--- src/rtl/riscv_pkg.sv ---
// Shared front-end definitions: branch-control FSM states, default PC width
// and the 2-bit saturating counter step used by the predictor table.
package riscv_pkg;

  localparam int DEF_DATAWIDTH = 32;

  typedef enum logic [1:0] {
    IDLE     = 2'd0,
    FLUSH    = 2'd1,
    REDIRECT = 2'd2
  } bc_state_e;

  function automatic logic [1:0] ctr_step(input logic [1:0] c, input logic taken);
    if (taken) return (c == 2'b11) ? c : c + 2'b01;
    else       return (c == 2'b00) ? c : c - 2'b01;
  endfunction

endpackage

--- src/rtl/branch_ctrl_bht.sv ---
// Branch history table: one 2-bit saturating counter per entry, one
// combinational lookup port and one registered update port.
module bht
  import riscv_pkg::*;
#(
  parameter int ENTRIES = 16,
  parameter int IDX_W   = $clog2(ENTRIES)
) (
  input  logic             clk,
  input  logic             rst,
  input  logic [IDX_W-1:0] lkp_idx,
  output logic             lkp_taken,
  input  logic             upd_en,
  input  logic [IDX_W-1:0] upd_idx,
  input  logic             upd_taken
);

  logic [ENTRIES-1:0][1:0] ctr_q;

  // Lookup reads the registered table, so a same-cycle update is not visible yet.
  assign lkp_taken = ctr_q[lkp_idx][1];

  always_ff @(posedge clk or posedge rst) begin
    if (rst) begin
      for (int e = 0; e < ENTRIES; e++) ctr_q[e] <= 2'b01;
    end else if (upd_en) begin
      ctr_q[upd_idx] <= ctr_step(ctr_q[upd_idx], upd_taken);
    end
  end

endmodule

--- src/rtl/branch_ctrl.sv ---
// Branch resolution control: trains the predictor, and on a mispredict
// flushes younger stages for FLUSH_CYCLES then hands fetch a redirect PC.
module branch_ctrl
  import riscv_pkg::*;
#(
  parameter int DATAWIDTH    = DEF_DATAWIDTH,
  parameter int BHT_ENTRIES  = 16,
  parameter int FLUSH_CYCLES = 2
) (
  input  logic                 clk,
  input  logic                 rst,
  input  logic                 res_valid,
  output logic                 res_ready,
  input  logic [DATAWIDTH-1:0] res_pc,
  input  logic                 res_is_taken,
  input  logic [DATAWIDTH-1:0] res_target,
  input  logic                 res_pred_taken,
  input  logic [DATAWIDTH-1:0] fetch_pc,
  output logic                 pred_taken,
  output logic                 flush,
  output logic                 redir_valid,
  input  logic                 redir_ready,
  output logic [DATAWIDTH-1:0] redir_pc,
  output logic [15:0]          mispredict_cnt
);

  localparam int IDX_W = $clog2(BHT_ENTRIES);
  localparam int FCW   = (FLUSH_CYCLES > 1) ? $clog2(FLUSH_CYCLES) : 1;
  localparam logic [FCW-1:0] FLUSH_LAST = FCW'(FLUSH_CYCLES - 1);

  bc_state_e            state_q, state_d;
  logic [FCW-1:0]       fcnt_q, fcnt_d;
  logic [DATAWIDTH-1:0] redir_pc_q;
  logic [15:0]          mcnt_q;
  logic                 accept, mispredict;

  // Only the low PC bits index the table.
  logic unused_pc_hi;
  assign unused_pc_hi = ^{fetch_pc[DATAWIDTH-1:IDX_W], res_pc[DATAWIDTH-1:IDX_W]};

  assign accept     = res_valid & res_ready;
  assign mispredict = accept & (res_is_taken != res_pred_taken);

  bht #(.ENTRIES(BHT_ENTRIES), .IDX_W(IDX_W)) u_bht (
    .clk       (clk),
    .rst       (rst),
    .lkp_idx   (fetch_pc[IDX_W-1:0]),
    .lkp_taken (pred_taken),
    .upd_en    (accept),
    .upd_idx   (res_pc[IDX_W-1:0]),
    .upd_taken (res_is_taken)
  );

  always_comb begin
    state_d     = state_q;
    fcnt_d      = fcnt_q;
    res_ready   = 1'b0;
    flush       = 1'b0;
    redir_valid = 1'b0;
    case (state_q)
      IDLE: begin
        res_ready = 1'b1;
        if (mispredict) state_d = FLUSH;
      end
      FLUSH: begin
        flush = 1'b1;
        if (fcnt_q == FLUSH_LAST) begin
          fcnt_d  = '0;
          state_d = REDIRECT;
        end else begin
          fcnt_d = fcnt_q + FCW'(1);
        end
      end
      REDIRECT: begin
        redir_valid = 1'b1;
        if (redir_ready) state_d = IDLE;
      end
      default: state_d = IDLE;
    endcase
  end

  always_ff @(posedge clk or posedge rst) begin
    if (rst) begin
      state_q    <= IDLE;
      fcnt_q     <= '0;
      redir_pc_q <= '0;
      mcnt_q     <= '0;
    end else begin
      state_q <= state_d;
      fcnt_q  <= fcnt_d;
      if (mispredict) begin
        redir_pc_q <= res_is_taken ? res_target : res_pc + DATAWIDTH'(1);
        if (mcnt_q != 16'hFFFF) mcnt_q <= mcnt_q + 16'd1;
      end
    end
  end

  assign redir_pc       = redir_pc_q;
  assign mispredict_cnt = mcnt_q;

endmodule

--- config.mk ---
export PLATFORM = sky130hd
export DESIGN_NAME = branch_ctrl
export DESIGN_NICKNAME = d
export VERILOG_FILES = /design/src/rtl/riscv_pkg.sv /design/src/rtl/branch_ctrl_bht.sv /design/src/rtl/branch_ctrl.sv
export SDC_FILE = /design/constraint.sdc
export NUM_CORES = 1
export LEC_CHECK = 0
export BUFFER_PORTS_ARGS = -buffer_cell sky130_fd_sc_hd__buf_2
export CORE_MARGIN = 2
export CORE_UTILIZATION = 30
export CTS_CLUSTER_SIZE = 20
export DETAILED_ROUTE_END_ITERATION = 6
export PLACE_DENSITY = 0.56
export SLEW_MARGIN = 5
export SYNTH_ARGS = -nofsm -noshare
export SYNTH_HDL_FRONTEND = slang
export SYNTH_HIERARCHICAL = 1
export SYNTH_SLANG_ARGS = --single-unit
--- constraint.sdc ---
create_clock -name clk -period 4.4 [get_ports clk]
set_input_delay 0.44 -clock clk [delete_from_list [all_inputs] [get_ports clk]]
set_output_delay 0.44 -clock clk [all_outputs]
set_load 0.005 [all_outputs]
* Word-level counts from Yosys, hierarchy flattened
Cells that the tools add are included.
** Word-level totals
- Bits in registers :: 83
** Cells by class
- $add $sub $neg :: 5
- $lt $le $gt $ge :: 3
- Eq/ne operators :: 8
- Muxes and demuxes :: 20
- Bitwise operators :: 2
- Reduce and logical (&&, ||, !) cells :: 5
** Operators by type and width (number)
- 32-bit by 1-bit adder with 32-bit output, second input constant :: 1
- 32-bit bitwise mux :: 1
- 32-bit two-way mux :: 1
- 2-bit two-way mux :: 10
- 16-bit by 1-bit adder with 16-bit output, second input constant :: 1
- 2-bit binary-select mux with 4-bit select :: 2
- 16-bit != test, second input constant :: 1
- 4-bit by 5-bit < comparator with 1-bit output, second input constant :: 2
- 2-bit demux with 4-bit select :: 1
- 2-bit != test, second input constant :: 3
- 2-bit one-hot mux with 3 select lines :: 1
- 2-bit == test, second input constant :: 2
- 4-bit by 1-bit greater-or-equal comparator with 1-bit output, second input constant :: 1
- 2-bit zero test :: 2
- 1-bit two-way mux :: 4
- 3-bit AND reduction :: 1
- 2-bit by 1-bit adder with 2-bit output, second input constant :: 1
- 1-bit bitwise AND :: 2
- 2-bit by 1-bit == test with 1-bit output, second input constant :: 1
- 2-bit AND reduction :: 1
- 2-bit by 1-bit subtractor with 2-bit output, second input constant :: 1
- 1-bit adder, second input constant :: 1
- 1-bit logical AND :: 1
- 1-bit != test :: 1

* Logic depth before layout (Yosys ltp)
- Depth in word-level cells :: 7
- Mapped depth :: 8
- Gate-level depth less buffers :: 7

* Hierarchy
Netlist, hierarchy kept.
** By module, submodules not included
- branch_ctrl :: instances 1, cells an instance 329, area an instance 3027.9 sq um
- bht :: instances 1, cells an instance 117, area an instance 1736.7 sq um

* Worst setup path before layout
No wires, ideal clock.
- Kind :: input-to-reg
- From :: in res_pc[0]
- To :: reg u_bht/ctr_q[9] (netlist bit)
- Setup time :: 125 ps
- Arrival time :: 2105 ps
- Data required time :: 4275 ps
- Slack :: 2171 ps
- Stages :: 6
- Buffers on the path :: 2
- Path through :: buf_2 -> clkbuf_1 -> mux4_2 -> mux2_2 -> maj3_2 -> mux2_2
** Between the ends
- Word-level cells in the longest chain between the ends :: 7
- Elaborated cells between the ends (all ways) :: 16
- Those cells by class :: add/sub: 2; order compare: 2; eq/ne: 1; mux: 9; reduce/logical: 2
** Ends and longest elaborated chain
- start, declared :: RTL line branch_ctrl.sv:14 : input logic [DATAWIDTH-1:0] res_pc,
- 2-bit binary-select mux with 4-bit select :: RTL line branch_ctrl_bht.sv:27 : ctr_q[upd_idx] <= ctr_step(ctr_q[upd_idx], upd_taken);
- 2-bit two-way mux (not written as such) :: RTL line branch_ctrl_bht.sv:27
- 2-bit by 1-bit subtractor with 2-bit output (tied with other cells) :: RTL line riscv_pkg.sv:15 : else return (c == 2'b00) ? c : c - 2'b01;
- 2-bit two-way mux (on tied branches) :: RTL line riscv_pkg.sv:15, riscv_pkg.sv:14
- 2-bit two-way mux :: RTL line riscv_pkg.sv:14 : if (taken) return (c == 2'b11) ? c : c + 2'b01;
- 2-bit two-way mux :: RTL line branch_ctrl_bht.sv:26 : end else if (upd_en) begin
- 32-bit bitwise mux (*) :: RTL line branch_ctrl_bht.sv:27
- end signal, assigned by index :: RTL line branch_ctrl_bht.sv:27
- end, declared :: RTL line branch_ctrl_bht.sv:18 : logic [ENTRIES-1:0][1:0] ctr_q;
Every way passes the cells marked *; elsewhere a longest branch is shown, timed or not. The select of a mux whose other input is x is not followed.
A chain may end at the register's enable or synchronous reset.

* Worst setup path in the final report
- From :: reg u_bht/ctr_q[31] (netlist bit)
- To :: out pred_taken
** Between the ends
- Word-level cells in the longest chain between the ends :: 2
** Ends and longest elaborated chain
- 2-bit binary-select mux with 4-bit select :: RTL line branch_ctrl_bht.sv:21 : assign lkp_taken = ctr_q[lkp_idx][1];
- 2-bit two-way mux (not written as such) :: RTL line branch_ctrl_bht.sv:21
- end, declared :: RTL line branch_ctrl.sv:19 : output logic pred_taken,
Every way passes these cells. The select of a mux whose other input is x is not followed.

==> key figures <==
Run status
  • Status: finished clean

Cells and area
  • Filler Cell Count: 1578
  • Layout Nets: 670
  • Final instance area: a little under 6000 um2
  • Multi-input logic area: roughly 2500 um2
  • Storage element area: 2097 um2
  • Commonest cells after routing, fill and taps aside: buf_2 (125), dfrtp_1 (67), nor2_1 (38), mux2_2 (38), nand2_1 (27)
  • Total inserted antenna cells: 0
  • Layout cell share with drive strength beyond 1: 40.46%
  • Layout Utilization: 37.59%
  • Commonest non-fill, non-tap cell in the layout: buf_2
  • P&R area growth vs syn: 23.98%

Pwr
  • Total leakage power: roughly 0.0026 uW
  • Sw frac: between 30 and 40%
  • Seq pwr share: between 40% and 50%
  • Internal: between 2000 and 2500 uW
  • Switch Pwr: roughly 940 uW
  • Worst VDD drop: about 0.20 mV
  • Combinational power share: a little under a third
  • Clock power share: a little over a quarter
  • Cell area power density: 512.0 nW/um2
  • Total power: roughly 3000 uW

Global routing
  • Total gr overflow: 0
  • Total GRT Usage: between 10% and 20%
  • Vias in the first global route: ~3800
  • Initial antenna violation count: 0
  • First-pass GRT wire length: 19.74 mm
  • Pin count of the biggest net entering global routing: between 50 and 60

Routing
  • 1st-pass router iterations: 4
  • WL per Instance: roughly 16 um
  • WL final: between 10 and 15 mm
  • Via density: 4.957
  • DR iter-0 viols: about 150
  • DRC viols: 0
  • Routed Antenna Nets: 0
  • Vias: 3901

Worst hold path
  • Worst hold-check path type: in2async

CTS
  • CTS resizes: 0
  • Clk_lat worst skew: 340 ps
  • CTS Buf Count: 9
  • # Post-CTS Setup Buffers: 0
  • Clock Pin Slew Worst Setup and Hold Paths: ~60 ps
  • Root buf cell: clkbuf_16
  • TritonCTS clock tree: done
  • Clk buf depth: 2
  • H-tree depth: 3
  • # clock sinks: 83
  • CTS hold repair buffers: 0

Placed design
  • Place WS: 1853 ps
  • Input/output buffers: about 130
  • Post-DP Area: between 5000 and 6000 um2
  • Final HPWL DP: just over 9 mm
  • Gpl congestion: roughly 0.80

STA
  • Relative slew slack: 53.55%
  • Setup ws final: around 2100 ps
  • Highest clock rate: between 400 and 500 MHz
  • Worst Tran Pin Value: 696.7 ps
  • Final hold violations: 0
  • Clock Skew: 3.893 ps
  • Slew Limit Fails: 0
  • Fin crit period: approximately 2300 ps
  • RSZ-0062 raised after global routing: no
  • Period utilization: roughly 52%
  • Final setup violation count: 0
  • Final setup TNS: 0 ps

Floorplanning
  • Effective utilization at floorplan: 30.32%
  • Core area: between 15000 and 20000 um2
  • Floorplan row count: 46
  • Die width: approximately 130 um
  • I/O Pins: 154
  • Die Ht: roughly 130 um
  • Total die area: ~17000 um2

Synthesis
  • Register area share after synthesis: about 44%
  • Synth area leader: dfrtp_1
  • Mapped Area: roughly 4800 um2
  • Post-synth top area share: between 30% and 40%
  • Largest cells by area after synthesis: dfrtp_1 (35%), mux2_2 (9.0%), dfstp_2 (8.8%), mux4_2 (5.7%), xor2_1 (4.4%)
  • Ys Warns: 6
  • Yosys reg bits: 83
  • Post-synthesis cell count: about 450
  • Syn avg cell area: 10.68 um2
  • Unique cell type count in the Yosys netlist: 51
  • Syn Nets: 550

Critical path
  • R2r setup slk: 2180 ps
  • R2R cell count: 8
  • Reg2Reg Capture Point: redir_pc[29]
  • Critical Path Source Type: flip-flop
  • Required time worst endpoint: 3960 ps
  • CP startpoint: u_bht/ctr_q[31]
  • CP endpoint kind: primary output
  • Critical path class: reg2out
  • Worst EP arrival: roughly 1800 ps
  • Reg-to-reg startpoint: state_q[0]
  • Worst Path Max Fanout: 3

Run
  • Max-Cap Viols: 0
-- layout make-up --
class,instances,share of cell area (%)
inverters,7,0.4448
clock inverters,5,1.313
repair buffers,130,11.23
well taps,216,4.575
flip-flops and latches,83,35.50
clock buffers,11,4.109
multi-input cells,335,42.83
-- power by group through the flow --
stage	registers, uW	logic [uW]	clock network, uW
after global routing	1310	1040	878
after detailed placement	1290	942	0
after floorplan	1270	566	0
after global placement	1270	922	0
final	1280	931	817
after CTS	1280	945	849
-- cell usage after synthesis (all sizes together) --
master / count
inv: 7
o21ai: 22
a22oi: 1
or3: 4
nor3: 11
nor3b: 1
and3: 6
mux2: 38
a21boi: 1
ha: 2
and2: 4
a21o: 1
o221a: 1
a22o: 1
mux4: 13
a31oi: 1
nor4: 2
a21oi: 25
xnor2: 19
nand3b: 3
and4: 8
clkbuf: 8
maj3: 4
nor2: 41
dfstp: 16
nand2b: 5
buf: 13
o22ai: 15
o211ai: 2
nor4b: 1
o221ai: 1
nand4: 17
nand3: 23
a211o: 1
mux2i: 4
nand2: 29
or2: 1
xor2: 25
nor2b: 2
dfrtp: 67
-- through the flow --
step                      hold slack (ps)  cells
after floorplan                     462.9    446
after CTS                           194.1    787
after global routing                224.5    787
final                               197.1    787
after detailed placement            466.1    771
after global placement              458.1    771
-- critical path: stages, from the launching register on --
cell and delay (ps):
dfrtp_1 390, mux4_2 470, mux4_2 500, buf_2 140
-- how the worst max path moves through the flow --
stage / slack [ps] / to / cells after the start
after floorplan: 2170 / u_bht/ctr_q[9] / 6
final: 2120 / pred_taken / 3
after global placement: 1870 / u_bht/ctr_q[21] / 5
after detailed placement: 1850 / u_bht/ctr_q[29] / 5
after CTS: 2110 / pred_taken / 3
after global routing: 1940 / redir_pc[31] / 8
-- logic make-up (layout without fill, tap and decap cells) --
group,Yosys count,in the layout,synth area share (%)
flops,83,83,44.01
mux,55,55,16.05
xor+xnor,44,44,8.246
simple gates,158,158,18.41
compound gates,72,72,8.929
buf+inv,28,153,2.889
fa+ha+maj,6,6,1.470
-- flip-flops by register name, indices dropped and copies added, names as in the netlist --
name	cells
fcnt_q	1
mispredict_cnt	16
redir_pc	32
state_q	2
u_bht/ctr_q	32
-- metal layers --
metal | global-route usage (%) | vias to the layer above | share of wire [%]
met5 | 0 | - | 0
met4 | 5.819 | 0 | 1.4
met3 | 3.116 | 10 | 5.4
met2 | 24.98 | 104 | 48
met1 | 20.08 | 1930 | 45
li1 | - | 1857 | -
Power figures use the tool's default switching activity.
